`src/rtl/relu_pool_gen.sv`:
```
// ReLU + KxK/stride-K pooling over a channel-major feature map held in external BRAMs.
// One window is read, drained through the BRAM latency, then written as a single output element.
module relu_pool_gen #(
  parameter int DATA_WIDTH     = 8,
  parameter int CHANNELS       = 64,
  parameter int IN_HEIGHT      = 14,
  parameter int IN_WIDTH       = 16,
  parameter int POOL_K         = 2,
  parameter int RD_LATENCY     = 2,
  parameter int IN_ADDR_WIDTH  = 14,
  parameter int OUT_ADDR_WIDTH = 12
) (
  input  logic                      clk,
  input  logic                      rst,
  input  logic                      start,
  input  logic                      pool_mode,
  input  logic                      relu_en,
  output logic                      busy,
  output logic                      done,
  output logic [IN_ADDR_WIDTH-1:0]  in_addr,
  output logic                      in_re,
  input  logic [DATA_WIDTH-1:0]     in_dout,
  output logic [OUT_ADDR_WIDTH-1:0] out_addr,
  output logic [DATA_WIDTH-1:0]     out_din,
  output logic                      out_we
);
  localparam int OUT_H  = IN_HEIGHT / POOL_K;
  localparam int OUT_W  = IN_WIDTH / POOL_K;
  localparam int SH     = 2 * $clog2(POOL_K);
  localparam int AW     = DATA_WIDTH + SH;
  localparam int CW     = $clog2(CHANNELS + 1);
  localparam int HW     = $clog2(OUT_H + 1);
  localparam int WW     = $clog2(OUT_W + 1);
  localparam int KW     = $clog2(POOL_K);
  localparam int STAGES = RD_LATENCY - 1;

  typedef enum logic [2:0] {S_IDLE, S_READ, S_DRAIN, S_WRITE, S_DONE} state_t;

  state_t                    state, state_nxt;
  logic [CW-1:0]             c, c_n;
  logic [HW-1:0]             oh, oh_n;
  logic [WW-1:0]             ow, ow_n;
  logic [KW-1:0]             kh, kh_n, kw, kw_n;
  logic [2:0]                lat, lat_n;
  logic                      mode_q, relu_q, first;
  logic [OUT_ADDR_WIDTH-1:0] wr_idx;
  logic [IN_ADDR_WIDTH-1:0]  rd_addr_n;
  logic [STAGES:0]           vld_pipe;
  logic                      ret_vld;
  logic signed [AW-1:0]      acc, acc_nxt, v_ext, res_src;
  logic [DATA_WIDTH-1:0]     res;

  assign busy    = (state == S_READ) || (state == S_DRAIN) || (state == S_WRITE);
  assign done    = (state == S_DONE);
  assign ret_vld = vld_pipe[STAGES];

  always_comb begin
    state_nxt = state;
    c_n   = c;
    oh_n  = oh;
    ow_n  = ow;
    kh_n  = kh;
    kw_n  = kw;
    lat_n = lat;
    case (state)
      S_IDLE: if (start) begin
        state_nxt = S_READ;
        c_n  = '0;
        oh_n = '0;
        ow_n = '0;
        kh_n = '0;
        kw_n = '0;
      end
      S_READ: if (kw == KW'(POOL_K - 1)) begin
        kw_n = '0;
        if (kh == KW'(POOL_K - 1)) begin
          kh_n      = '0;
          lat_n     = '0;
          state_nxt = S_DRAIN;
        end else kh_n = kh + 1'b1;
      end else kw_n = kw + 1'b1;
      S_DRAIN: if (lat == 3'(RD_LATENCY - 1)) state_nxt = S_WRITE;
               else lat_n = lat + 3'd1;
      S_WRITE: begin
        state_nxt = S_READ;
        if (ow == WW'(OUT_W - 1)) begin
          ow_n = '0;
          if (oh == HW'(OUT_H - 1)) begin
            oh_n = '0;
            if (c == CW'(CHANNELS - 1)) state_nxt = S_DONE;
            else c_n = c + 1'b1;
          end else oh_n = oh + 1'b1;
        end else ow_n = ow + 1'b1;
      end
      S_DONE:  state_nxt = S_IDLE;
      default: state_nxt = S_IDLE;
    endcase
    // address of the element the next cycle will read; only used when entering/staying in READ
    rd_addr_n = IN_ADDR_WIDTH'(32'(c_n) * (IN_HEIGHT * IN_WIDTH)
                + (32'(oh_n) * POOL_K + 32'(kh_n)) * IN_WIDTH
                + 32'(ow_n) * POOL_K + 32'(kw_n));
  end

  always_comb begin
    v_ext = {{SH{in_dout[DATA_WIDTH-1]}}, in_dout};
    if (relu_q && in_dout[DATA_WIDTH-1]) v_ext = '0;
    if (first)       acc_nxt = v_ext;
    else if (mode_q) acc_nxt = acc + v_ext;
    else             acc_nxt = (v_ext > acc) ? v_ext : acc;
    // the last element of a window lands in the final DRAIN cycle, so fold it in on the way out
    res_src = ret_vld ? acc_nxt : acc;
    res     = mode_q ? DATA_WIDTH'(res_src >>> SH) : DATA_WIDTH'(res_src);
  end

  always_ff @(posedge clk) begin
    if (rst) begin
      state    <= S_IDLE;
      c        <= '0;
      oh       <= '0;
      ow       <= '0;
      kh       <= '0;
      kw       <= '0;
      lat      <= '0;
      mode_q   <= 1'b0;
      relu_q   <= 1'b0;
      first    <= 1'b0;
      wr_idx   <= '0;
      vld_pipe <= '0;
      acc      <= '0;
      in_re    <= 1'b0;
      in_addr  <= '0;
      out_we   <= 1'b0;
      out_addr <= '0;
      out_din  <= '0;
    end else begin
      state    <= state_nxt;
      c        <= c_n;
      oh       <= oh_n;
      ow       <= ow_n;
      kh       <= kh_n;
      kw       <= kw_n;
      lat      <= lat_n;
      vld_pipe <= (vld_pipe << 1) | (STAGES + 1)'(in_re);
      in_re    <= (state_nxt == S_READ);
      if (state_nxt == S_READ) in_addr <= rd_addr_n;
      out_we   <= (state_nxt == S_WRITE);
      if (state_nxt == S_WRITE) begin
        out_addr <= wr_idx;
        out_din  <= res;
      end
      if (ret_vld) acc <= acc_nxt;
      if (state == S_IDLE && start) begin
        mode_q <= pool_mode;
        relu_q <= relu_en;
        wr_idx <= '0;
        first  <= 1'b1;
      end else if (state == S_WRITE) begin
        wr_idx <= wr_idx + 1'b1;
        first  <= 1'b1;
      end else if (ret_vld) begin
        first  <= 1'b0;
      end
    end
  end
endmodule

```
`config.mk`:
```
export PLATFORM = sky130hd
export DESIGN_NAME = relu_pool_gen
export DESIGN_NICKNAME = d
export VERILOG_FILES = /design/src/rtl/relu_pool_gen.sv
export SDC_FILE = /design/constraint.sdc
export NUM_CORES = 1
export LEC_CHECK = 0
export ABC_AREA = 1
export CORE_ASPECT_RATIO = 0.9
export CORE_MARGIN = 2
export CORE_UTILIZATION = 52
export CTS_CLUSTER_SIZE = 10
export DETAILED_ROUTE_END_ITERATION = 8
export PLACE_DENSITY = 0.87
export SETUP_SLACK_MARGIN = 0.3
export SYNTH_ARGS = -nofsm -noshare
export SYNTH_HDL_FRONTEND = slang
export SYNTH_SLANG_ARGS = --single-unit
```
`constraint.sdc`:
```
create_clock -name clk -period 3.9 [get_ports clk]
set_clock_uncertainty 0.15 [all_clocks]
set_input_delay 0.78 -clock clk [delete_from_list [all_inputs] [get_ports clk]]
set_output_delay 0.78 -clock clk [all_outputs]
set_load 0.05 [all_outputs]
```
-- Yosys cells after proc, flatten, opt, wreduce, memory -nomap -nowiden
Index checks and enable logic that the tools add are counted.
- bits in registers: 85
- bits in latches: 0
- bits in writable memories: 0
- bits in read-only memories: 0
- input port bits: 13
- output and inout port bits: 38
- word-level logic and storage cells: 95
- memories kept: 0
- add/subtract/negate cells: 12
- multipliers: 1
- divide/modulo/power cells: 0
- magnitude comparators: 1
- equality and inequality tests: 13
- shift operators: 0
- muxes and demuxes: 40
- bitwise gates (word level): 1
- reductions and logical operators: 9
- operator list (cell ; number):
    10-bit two-way mux ; 5
    3-bit two-way mux ; 13
    7-bit two-way mux ; 4
    14-bit by 1-bit adder with 14-bit output ; 1
    14-bit by 5-bit adder with 14-bit output ; 1
    14-bit by 9-bit adder with 14-bit output ; 1
    7-bit one-hot mux with 2 select lines ; 1
    12-bit by 1-bit adder with 12-bit output, second input constant ; 1
    3-bit one-hot mux with 2 select lines ; 2
    3-bit one-hot mux with 4 select lines ; 1
    10-bit adder ; 1
    10-bit > comparator ; 1
    3-bit by 1-bit == test with 1-bit output, second input constant ; 3
    3-bit by 2-bit == test with 1-bit output, second input constant ; 3
    7-bit by 3-bit multiplier with 9-bit output, second input constant ; 1
    1-bit two-way mux ; 8
    4-bit two-way mux ; 2
    8-bit two-way mux ; 1
    4-bit one-hot mux with 2 select lines ; 1
    7-bit by 1-bit adder with 7-bit output, second input constant ; 1
    7-bit by 6-bit == test with 1-bit output, second input constant ; 1
    3-bit by 1-bit adder with 3-bit output, second input constant ; 2
    3-bit == test, second input constant ; 2
    2-bit inequality test, second input constant ; 3
    other kinds (13) ; 17

-- Logic depth before layout (Yosys ltp)
Gate-level depths: netlist of the first run.
- depth in word-level cells: 9
- mapped depth: 26

-- Worst setup path after synthesis of the first run
Ideal clock, no wire load.
- path kind: in2reg
- start point: input start
- end point: register in_addr[13]
- library setup time: 0.114 ns
- arrival: 3.755 ns
- data required time: 3.636 ns
- slack: -0.119 ns
- stages on the path: 17
- cells stage by stage: nand2_2 -> nand2_1 -> o21ai_0 -> inv_1 -> fa_1 -> inv_1 -> ha_1 -> a21oi_1 -> nand2_1 -> nand2_1 -> nand2_1 -> a21oi_1 -> xor2_1 -> nand3_1 -> xor2_1 -> o21bai_1 -> inv_1
- cells in the longest elaborated chain, start to end: 6
- elaborated cells on any way between the ends: 18
- classes of those cells: add/sub (4); mul (1); eq/ne (1); mux (12)
- ends and longest elaborated chain (element ; line ; RTL):
    start: declaration ; 15 ; input logic start,
    7-bit two-way mux ; 66 ; S_IDLE: if (start) begin
    7-bit one-hot mux with 2 select lines ; 65 ; case (state)
    named net c_n[4] ; 40 ; logic [CW-1:0] c, c_n;
    7-bit by 3-bit multiplier with 9-bit output ; 99 ; rd_addr_n = IN_ADDR_WIDTH'(32'(c_n) * (IN_HEIGHT * IN_WIDTH)
    14-bit by 9-bit adder with 14-bit output ; 100 ; + (32'(oh_n) * POOL_K + 32'(kh_n)) * IN_WIDTH
    14-bit by 5-bit adder with 14-bit output ; 101 ; + 32'(ow_n) * POOL_K + 32'(kw_n));
    14-bit by 1-bit adder with 14-bit output ; 101 ;
    end signal: assignment ; 145 ; if (state_nxt == S_READ) in_addr <= rd_addr_n;
    end: declaration ; 20 ; output logic [IN_ADDR_WIDTH-1:0] in_addr,
The timed path passes the listed nets, and every way through them passes these cells.
A chain may end at the register's enable or synchronous reset.

-- Worst setup path after layout of the first run
- start point: register c[0]
- end point: register in_addr[8]
- cells in the longest elaborated chain, start to end: 9
- elaborated cells on any way between the ends: 16
- classes of those cells: add/sub (4); mul (1); eq/ne (2); mux (9)
- ends and longest elaborated chain (element ; line ; RTL):
    start: declaration ; 40 ;
    start signal: assignment ; 137 ; c <= c_n;
    7-bit by 1-bit adder with 7-bit output / 7-bit by 6-bit == test with 1-bit output (equally long branches) ; 91, 90 ;
    7-bit two-way mux ; 90 ; if (c == CW'(CHANNELS - 1)) state_nxt = S_DONE;
    7-bit two-way mux ; 88 ; if (oh == HW'(OUT_H - 1)) begin
    7-bit two-way mux ; 86 ; if (ow == WW'(OUT_W - 1)) begin
    7-bit one-hot mux with 2 select lines ; 65 ;
    7-bit by 3-bit multiplier with 9-bit output ; 99 ;
    14-bit by 9-bit adder with 14-bit output ; 100 ;
    14-bit by 5-bit adder with 14-bit output ; 101 ;
    14-bit by 1-bit adder with 14-bit output ; 101 ;
Several ways; a longest one is shown, not always the timed one.

==> impl_metrics.tcl, run 1 <==
set metrics [dict create \
    crit_slowest_cell "fa_1" \
    max_stage_delay_ps 580 \
    final_max_slew_viol_count 0 \
    final.min_clock_period_ps 3931 \
    status "complete, but fails checks" \
    nNetsFinal 907 \
    finish.utilization_pct 67.30 \
    syn_nets 818 \
    ys_top_cells_by_area "dfxtp_1 32%, nand2_1 11%, inv_1 8.6%, ha_1 8.4%, a21oi_1 7.4%" \
    global_route_wire_length_before_repair_um 21930 \
    drive_gt1_share_pct 17.68 \
    grt_usage_pct 23.97 \
    die_w_um 110.8 \
    grt_antenna_before_repair 0 \
    regToRegSetupSlack_ps -30 \
    yosysTopAreaCellShare_pct 31.87 \
    pwr_density_cell_nw_per_um2 313.7 \
    worst_ep_required_time_ps 4010 \
    synth_seq_area_share_pct 31.87 \
    worst_hold_path_type "flop to flop" \
    rsz_0062_raised_after_global_routing "true" \
    async_flop_share_pct 0 \
    peakVddDrop_v 0.0003083 \
    netlist-cell-type-count 50 \
    setup_ws_ps -31.29 \
    die_height_um 100.1 \
    synth_enable_flop_cells 0 \
    netlist_top_cells_count "156 x nand2_1, 123 x inv_1, 85 x dfxtp_1" \
    worstMarginPinSlew_ps 797.9 \
    cts_tree "yes" \
    synthesis.area_um2 5339 \
    core_area_um2 10120 \
    most_frequent_cell_after_synthesis "nand2_1" \
    chain_of_cells_forming_the_critical_path "ha_2 -> nand4_1 -> nor2_1 -> inv_1 -> nand2_2 -> a21oi_4 -> o211ai_1 -> nand2_2 -> fa_1 -> inv_2 -> ha_4 -> ha_4 -> buf_6 -> a211oi_4 -> nor2_2 -> or3b_1 -> a21oi_1" \
    fp-row-count 35 \
    synth.ff_latch_count 85 \
    post_synth.cell_area_avg_um2 7.025 \
    die_area_um2 11090 \
    drt-vias-per-instance 5.493 \
    htree_num_levels 3 \
    grt_max_degree 38 \
    synth-main-ff-cell "dfxtp_1" \
    final_estimated_routing_congestion_in_global_placement 0.9188 \
    postSynthCellCount 760 \
    worst_ep_arrival_time_ps 4040 \
    timing.critical_path.fanout_max 4 \
    slew_headroom_pct 46.75 \
    iteration_0_drc_count_of_the_detailed_router 421 \
    postLayoutCellArea_um2 6808 \
    failed_checks "setup timing" \
    detail_route.drc_violations 0 \
    detailedRoute.firstPassIterationCount 6 \
    leakagePower_uw 0.003103 \
    totalWireLength_um 14790 \
    initial_core_util_pct 52.78 \
    total_grt_overflow 0 \
    clk-insertion-delay-late_ps 350 \
    cts.path.max_buffers 2 \
    vias 5400 \
    number_of_placed_instances_with_taps_included 955 \
    flow.area_growth_from_synthesis_pct 27.51 \
    synthDominantAreaCellType "dfxtp_1" \
    path_buf_inv 3 \
    dp_hpwl_um 9238 \
    antenna-diode-count 0 \
    vias_in_the_first_global_route 4864 \
    max_cap_viol_count 0 \
    postPlaceCellArea_um2 6280 \
    hold-worst-slack_ps 269.0 \
    final-instance-count-excl-fill 983 \
    synthesis.yosys.warnings 0 \
    setup_viol 1 \
    numCtsBuffers 9 \
    max_clock_freq_mhz 254.4 \
    start_kind "flop" \
    average_routed_wire_per_standard_cell_um 15.05 \
    clock_tree.root_cell "clkbuf_16" \
    buffer_ports.inserted 50 \
    final_hold_viol_count 0 \
    criticalPathCategory "flop to flop" \
    clock_sinks 85 \
    clk_transition_reported_paths_ps 70 \
    ant_nets 0 \
    endpoint_kind "flop" \
    finalCritPeriodShare_pct 100.8 \
    cpLargestDelayFamily "adder cells" \
    boundary_pin_count 51 \
]
[per-stage QoR]
stage	setup slack (ps)	power (uW)	setup TNS (ps)
floorplan	181.4	1174	0
global placement	-193.9	1267	-502.7
detailed placement	-267.8	1276	-956.0
CTS	170.3	2121	0
global route	-200.8	2206	-624.5
finish	-31.29	2136	-31.29
[worst reg2reg max path, cell delays in order, from the launching register on]
cell,delay [ps]
dfxtp_1,400
ha_2,250
nand4_1,140
nor2_1,140
inv_1,90
nand2_2,140
a21oi_4,110
o211ai_1,150
nand2_2,120
fa_1,580
inv_2,50
ha_4,280
ha_4,220
buf_6,130
a211oi_4,230
nor2_2,70
or3b_1,400
a21oi_1,210
[cells by family (layout without fill, tap and decap cells)]
group	count (synthesis)	count (layout)	synth area share [%]
fa+ha+maj	45	45	11.81
buf+inv	153	247	11.18
simple gates	297	297	24.96
xor+xnor	13	13	2.133
flops	85	85	31.87
compound gates	167	167	18.05
[flip-flops by register name, indices dropped and copies added, names as in the netlist]
name,count
kh,1
acc,10
ow,4
mode_q,1
state,3
lat,3
vld_pipe,2
c,7
kw,1
in_addr,14
out_addr,12
out_din,8
relu_q,1
out_we,1
wr_idx,12
oh,3
in_re,1
first,1
[metal layers]
metal	wire length [um]	part of all wire, %	vias up	track usage, %
li1	-	-	2636	-
met1	6280	42	2452	30.67
met2	7027	48	260	42.19
met3	1012	6.8	52	3.442
met4	470	3.2	0	7.692
met5	0	0	-	0
[placed cells by master, fill, tap and decap left out, types with 9 or more instances in the layout]
| cell type | n |
|---|---|
| ha_1 | 28 |
| a21oi_1 | 75 |
| o21ai_0 | 40 |
| inv_1 | 114 |
| xor2_1 | 10 |
| buf_4 | 48 |
| nand2_2 | 14 |
| dfxtp_1 | 83 |
| clkdlybuf4s50_1 | 47 |
| clkbuf_16 | 9 |
| nor2_1 | 52 |
| inv_2 | 14 |
| nand2_1 | 148 |
| nand4_1 | 11 |
| nand3_1 | 36 |
[area by class of cell]
cell class	instances	area, um^2
Sequential cell	85	1709
Inverter	130	490.5
Fill cell	762	3308
Tap cell	129	161.4
Clock inverter	7	73.82
Multi-Input combinational cell	522	3248
Timing Repair Buffer	101	899.6
Clock buffer	9	225.2
[power breakdown]
group,internal [uW],switching [uW]
clock network,453,410
registers,884,19.7
logic,130,238
total,1470,668
[final timing paths]
kind,from,depth (start not counted),end
setup / recovery,c[0],17,in_addr[8]
hold / removal,vld_pipe[0],2,vld_pipe[1]
setup reg to reg,c[0],17,in_addr[8]
hold reg to reg,vld_pipe[0],2,vld_pipe[1]
[timing repair]
item	CTS	global route
endpoints found under the setup margin	7	15
pin swaps	26	11
hold buffers	0	0
resized for setup	18	21
setup buffers	8	4
(Power assumes the default switching activity.)
==> run 2: changes to the inputs <==
ABC_CLOCK_PERIOD_IN_PS = 3900   (was unset)
==> results of run 2 <==
Same layout as run 1: the final DEF is identical, and so are final timing and power.
==> run 3: changes to the inputs <==
CORE_UTILIZATION = 58   (was 52)
CTS_CLUSTER_SIZE = 24   (was 10)
DONT_BUFFER_PORTS = 1   (was unset)
==> run 3 against run 2 <==
Against the previous run:
- the flow still finishes with violations (setup timing)
- global-route usage grew 3.0 points
- worst setup slack lost 82 ps
- largest cell class unchanged
- count of clock-buffer cells in the layout did not move
- critical path depth grew 4
- core utilization shrank 0.69 points
- register-to-register slack got worse by 80 ps
- sequential power up 3.2%
- highest routed layer unchanged
- power fell by 7.5%
==> impl_metrics.tcl, run 3 (synthesis gave the netlist of run 1 again) <==
set metrics [dict create \
    max_stage_delay_ps 500 \
    htree_num_levels 3 \
    status "complete, but fails checks" \
    multiInputGateArea_um2 3222 \
    initial_core_util_pct 59.04 \
    finish.utilization_pct 66.61 \
    vias_in_the_first_global_route 4839 \
    die_height_um 95.02 \
    min_delay_startpoint "vld_pipe[0]" \
    endpoint_kind "flop" \
    clk_transition_reported_paths_ps 90 \
    path_common_cell "inv_2" \
    timing.critical_path.fanout_max 5 \
    slew_headroom_pct 25.46 \
    nNetsFinal 833 \
    power_frac_clock_pct 39.1 \
    detail_route.drc_violations 0 \
    setup_ws_ps -113.2 \
    largestRegisters "in_addr x14, out_addr x12, wr_idx x12" \
    dp_hpwl_um 9262 \
    global_route_wire_length_before_repair_um 21910 \
    totalWireLength_um 14000 \
    final-instance-count-excl-fill 901 \
    die_area_um2 9989 \
    die_w_um 105.1 \
    clock_tree.root_cell "clkbuf_8" \
    switching_power_uw 572.7 \
    number_of_placed_instances_with_taps_included 870 \
    finalCritPeriodShare_pct 102.9 \
    worst_ep_arrival_time_ps 4130 \
    worst_ep_required_time_ps 4010 \
    drt-vias-per-instance 5.684 \
    ant_nets 0 \
    fp-row-count 33 \
    average_routed_wire_per_standard_cell_um 15.54 \
    regMostFlops "in_addr" \
    grt_max_degree 48 \
    most_frequent_standard_cell_in_the_layout_excluding_fill_and_tap_cells "nand2_1" \
    path_buf_inv 6 \
    cts.path.max_buffers 2 \
    max_clock_freq_mhz 249.2 \
    numCtsBuffers 9 \
    buffer_ports.inserted 0 \
    worstReg2RegStart "ow[2]" \
    pwr_density_cell_nw_per_um2 327.8 \
    max_cap_viol_count 0 \
    seq_power_share_pct 47.2 \
    vias 5121 \
    failed_checks "setup timing" \
    mostFrequentLayoutCells "150 x nand2_1, 115 x inv_1, 81 x dfxtp_1" \
    core_area_um2 9042 \
    antenna-diode-count 0 \
    crit_slowest_cell "fa_1" \
    final_hold_viol_count 0 \
    start_kind "flop" \
    chain_of_cells_forming_the_critical_path "nand2_4 -> nor2_4 -> inv_2 -> nor3_4 -> nand2_2 -> nor2_2 -> inv_2 -> o22ai_2 -> inv_2 -> fa_1 -> inv_2 -> ha_4 -> inv_2 -> fa_2 -> xnor2_1 -> nand2_1 -> nor2_2 -> nand3_1 -> xor2_1 -> o21bai_1 -> inv_1" \
    p_sw_share_pct 29.00 \
    total_grt_overflow 0 \
    worstMarginPinSlew_ps 1122 \
    setup.worst_path.start "ow[2]" \
    boundary_pin_count 51 \
    cts_tree "yes" \
    iteration_0_drc_count_of_the_detailed_router 307 \
    final.min_clock_period_ps 4013 \
    rsz_0062_raised_after_global_routing "true" \
    clk-insertion-delay-late_ps 370 \
    drive_gt1_share_pct 16.17 \
    layout.filler_cells 686 \
    criticalPathCategory "flop to flop" \
    peakVddDrop_v 0.0002234 \
    combinationalPowerShare_pct 13.7 \
    ff_latch_area_um2 1712 \
    flow.area_growth_from_synthesis_pct 12.82 \
    leakagePower_uw 0.002760 \
    clock_sinks 85 \
    largest_register_ffs 14 \
    grt_antenna_before_repair 0 \
    setup_viol 4 \
    final_max_slew_viol_count 0 \
    cpLargestDelayFamily "simple AND/OR/NAND/NOR gates" \
    worst_hold_path_type "flop to flop" \
    cts_hold_repair.buffers 0 \
    detailedRoute.firstPassIterationCount 5 \
    final_estimated_routing_congestion_in_global_placement 0.8866 \
    cellInternalPower_uw 1402 \
    grt_usage_pct 26.97 \
]
run 3: final cells by class:
type	count	share of cell area, %
Inverter	130	8.143
Timing Repair Buffer	27	3.365
Sequential cell	85	28.42
Tap cell	122	2.534
Clock inverter	6	1.994
Multi-Input combinational cell	522	53.49
Clock buffer	9	2.057
run 3: metal layers:
metal  part of all wire, %  global-route usage (%)  up-vias
li1                      -                       -     2492
met1                    40                   31.91     2371
met2                    49                   48.11      209
met3                   7.4                   5.605       49
met4                   3.5                   11.33        0
met5                     0                       0        -
run 3: final timing paths:
check / end / slack (ps) / cells past startpoint
worst max-delay path: in_addr[13] / -110 / 21
worst max register to register: in_addr[13] / -110 / 21
worst min-delay path: vld_pipe[1] / 260 / 2
worst min register to register: vld_pipe[1] / 260 / 2
run 3: repair_timing:
item,4_1_cts,5_1_grt
setup endpoints to repair,6,6
setup buffers,9,7
resized for setup,9,24
pin swaps,14,9
run 3: power by group through the flow:
stage | clock network, uW | logic (uW) | registers [uW]
finish | 771 | 270 | 933
global route | 804 | 306 | 935
CTS | 774 | 266 | 932
detailed placement | 0 | 264 | 954
global placement | 0 | 256 | 953
floorplan | 0 | 230 | 944
run 3: metrics by stage:
| step | setup WS [ps] | cell area, um^2 | total power, uW | setup TNS [ps] | hold slack (ps) |
|---|---|---|---|---|---|
| floorplan | 181.4 | 5424 | 1174 | 0 | 238.3 |
| global placement | 90.51 | 5558 | 1209 | 0 | 251.5 |
| detailed placement | -127.3 | 5558 | 1218 | -174.9 | 252.7 |
| CTS | 52.42 | 5906 | 1973 | 0 | 266.3 |
| global route | -317.3 | 6023 | 2046 | -884.8 | 302.3 |
| finish | -113.2 | 6023 | 1974 | -264.2 | 260.7 |
run 3: worst register-to-register path: cells and delay by family, from the launching register on:
kind	cells	cell delay (ps)
adder cells (fa/ha/maj)	3	1000
AND/OR/NAND/NOR	8	1070
flip-flops	1	490
AO/OA/AOI/OAI	2	340
XOR/XNOR	2	480
buffers and inverters	6	410
==> edit (flow settings as in run 1) <==
The 5 states of `state_t` get a Gray code encoding in 3 bits.
--- a/src/rtl/relu_pool_gen.sv
+++ b/src/rtl/relu_pool_gen.sv
@@ -36,3 +36,3 @@
 
-  typedef enum logic [2:0] {S_IDLE, S_READ, S_DRAIN, S_WRITE, S_DONE} state_t;
+  typedef enum logic [2:0] {S_IDLE = 3'b000, S_READ = 3'b001, S_DRAIN = 3'b011, S_WRITE = 3'b010, S_DONE = 3'b110} state_t;
 
Formal check against the unedited RTL: no difference found for any inputs over 10 cycles, from zero or initial values and one cycle with rst high; not proved beyond that.
==> edit against run 1 <==
Count of clock-buffer cells in the layout stayed put. Design area is 3.6% higher. Largest cell class unchanged. Clock power hardly changed. Power is 2.6% higher. Synthesized area hardly changed. Setup slack worse by 0.095 ns. Global-route usage is 3.5 points higher. The flow still finishes with violations (negative setup slack). Combinational power is 11% higher. Routed wire length is 17% higher. Sequential cell count stayed put. First-iteration DRC count is 47% higher. Highest routed layer unchanged.
==> edit: results (changes against run 1) <==
outcome finished with violations (unchanged); violations in the final reports negative setup slack (unchanged); number of post-CTS setup repair buffers 17 (was 8); violation count after the first detailed-route iteration 619 (was 421); worst voltage drop across the vdd grid 0.0003429 V (was 0.0003083 V); detailed-route via count 5706 (was 5400); DRT met1 WL 6918 µm (was 6280 µm); LEAKAGE 3.134 nW (was 3.103 nW); Flop pwr share 41.9% (was 42.3%); post-layout net count 918 (was 907); placer congestion estimate 0.9378 (was 0.9188); Post-Synthesis Net Count 815 (was 818); length in cells of the worst reg-to-reg path 23 (was 17); met2 wire len 8112 µm (was 7027 µm); clk tree area frac 4.206% (was 4.393%); number of setup violations in the final report 2 (was 1); first-pass GRT wire length 25040 µm (was 21930 µm); commonest cells in the synthesized netlist sky130_fd_sc_hd__nand2_1, sky130_fd_sc_hd__inv_1, sky130_fd_sc_hd__dfxtp_1 (unchanged); wire length after detailed routing 17250 µm (was 14790 µm); Inverters excl. clock 122 (was 130); fin worst setup slack -0.1263 ns (was -0.03129 ns); Total Die Area 11100 µm² (was 11090 µm²); synthesized instance count 757 (was 760); share of final-layout standard cells stronger than drive strength 1 20.95% (was 17.68%); count of different cell masters after synthesis 45 (was 50); wire length on met3 1229 µm (was 1012 µm); Worst Hold Margin 0.2602 ns (was 0.2690 ns); via count of the first global-routing pass 5325 (was 4864); leading cell types by total area after synthesis sky130_fd_sc_hd__dfxtp_1, sky130_fd_sc_hd__nand2_1, sky130_fd_sc_hd__ha_1 (was sky130_fd_sc_hd__dfxtp_1, sky130_fd_sc_hd__nand2_1, sky130_fd_sc_hd__inv_1); stage delay of the slowest cell on the critical path 0.51 ns (was 0.58 ns); number of standard cells in the layout, taps in and fillers out 993 (was 983); overall routing resource usage 27.46% (was 23.97%); seq_cells 85 (unchanged); CP Max Fanout 3 (was 4); share of synthesized area occupied by flip-flops and latches 31.86% (was 31.87%); Hold Path Class reg -> reg (unchanged); largest net degree at the start of global routing 48 (was 38); Global Route met1 Usage 33.83% (was 30.67%); uppermost routed layer met4 (unchanged); dpl cells 953 (was 955); buffering overhead 14.21% (was 13.21%); Post-CTS Resized 45 (was 18); Final TNS setup -0.2446 ns (was -0.03129 ns); Worst Max-Slew Pin Slew 0.7647 ns (was 0.7979 ns); multi-input combinational cell area 3416 µm² (was 3248 µm²); number of filler cells placed in the layout 701 (was 762); fraction of area in registers 24.21% (was 25.11%); sequential cell area 1707 µm² (was 1709 µm²); clock group total power 0.864 mW (was 0.863 mW); sum of net half-perimeters after detailed placement 9324 µm (was 9238 µm); nonclk buf count 112 (was 101); Post-Place Setup Slack -0.2061 ns (was -0.2678 ns); multi-input gates 530 (was 522); RR Endpoint in_addr[13]$_SDFFE_PP0P_ (was in_addr[8]$_SDFFE_PP0P_); instance area at placement 6221 µm² (was 6280 µm²); Pwr Total 2.192 mW (was 2.136 mW); met3 layer usage reported by global route 4.287% (was 3.442%); net switching share of the total power 30.05% (was 31.27%); fraction of met2 tracks used by global routing 46.67% (was 42.19%)
-- edit: changes by cell type in the layout (fill, tap and decap cells not counted), moves of 5 or more --
cell                      delta
sky130_fd_sc_hd__o21ai_1    +10
sky130_fd_sc_hd__a21oi_1     -6
sky130_fd_sc_hd__nor2_1     +13
sky130_fd_sc_hd__buf_4       +5
sky130_fd_sc_hd__nor2_4      +6
sky130_fd_sc_hd__inv_1       -9
sky130_fd_sc_hd__o21ai_0     -9
sky130_fd_sc_hd__nand2_1    -17
sky130_fd_sc_hd__buf_6       +6
sky130_fd_sc_hd__o21a_1      -7
sky130_fd_sc_hd__nand3_1    +19
sky130_fd_sc_hd__nand3_2     +5
-- edit: kinds of logic after synthesis --
group                      after synthesis  synth area share (%)
buffers and inverters                  142                 10.73
DFF                                     85                 31.86
AOI/OAI and AO/OA                      153                 16.28
adders and majority gates               45                 11.52
and+or+nand+nor                        313                 26.49
xor gates and xnor gates                19                 3.115
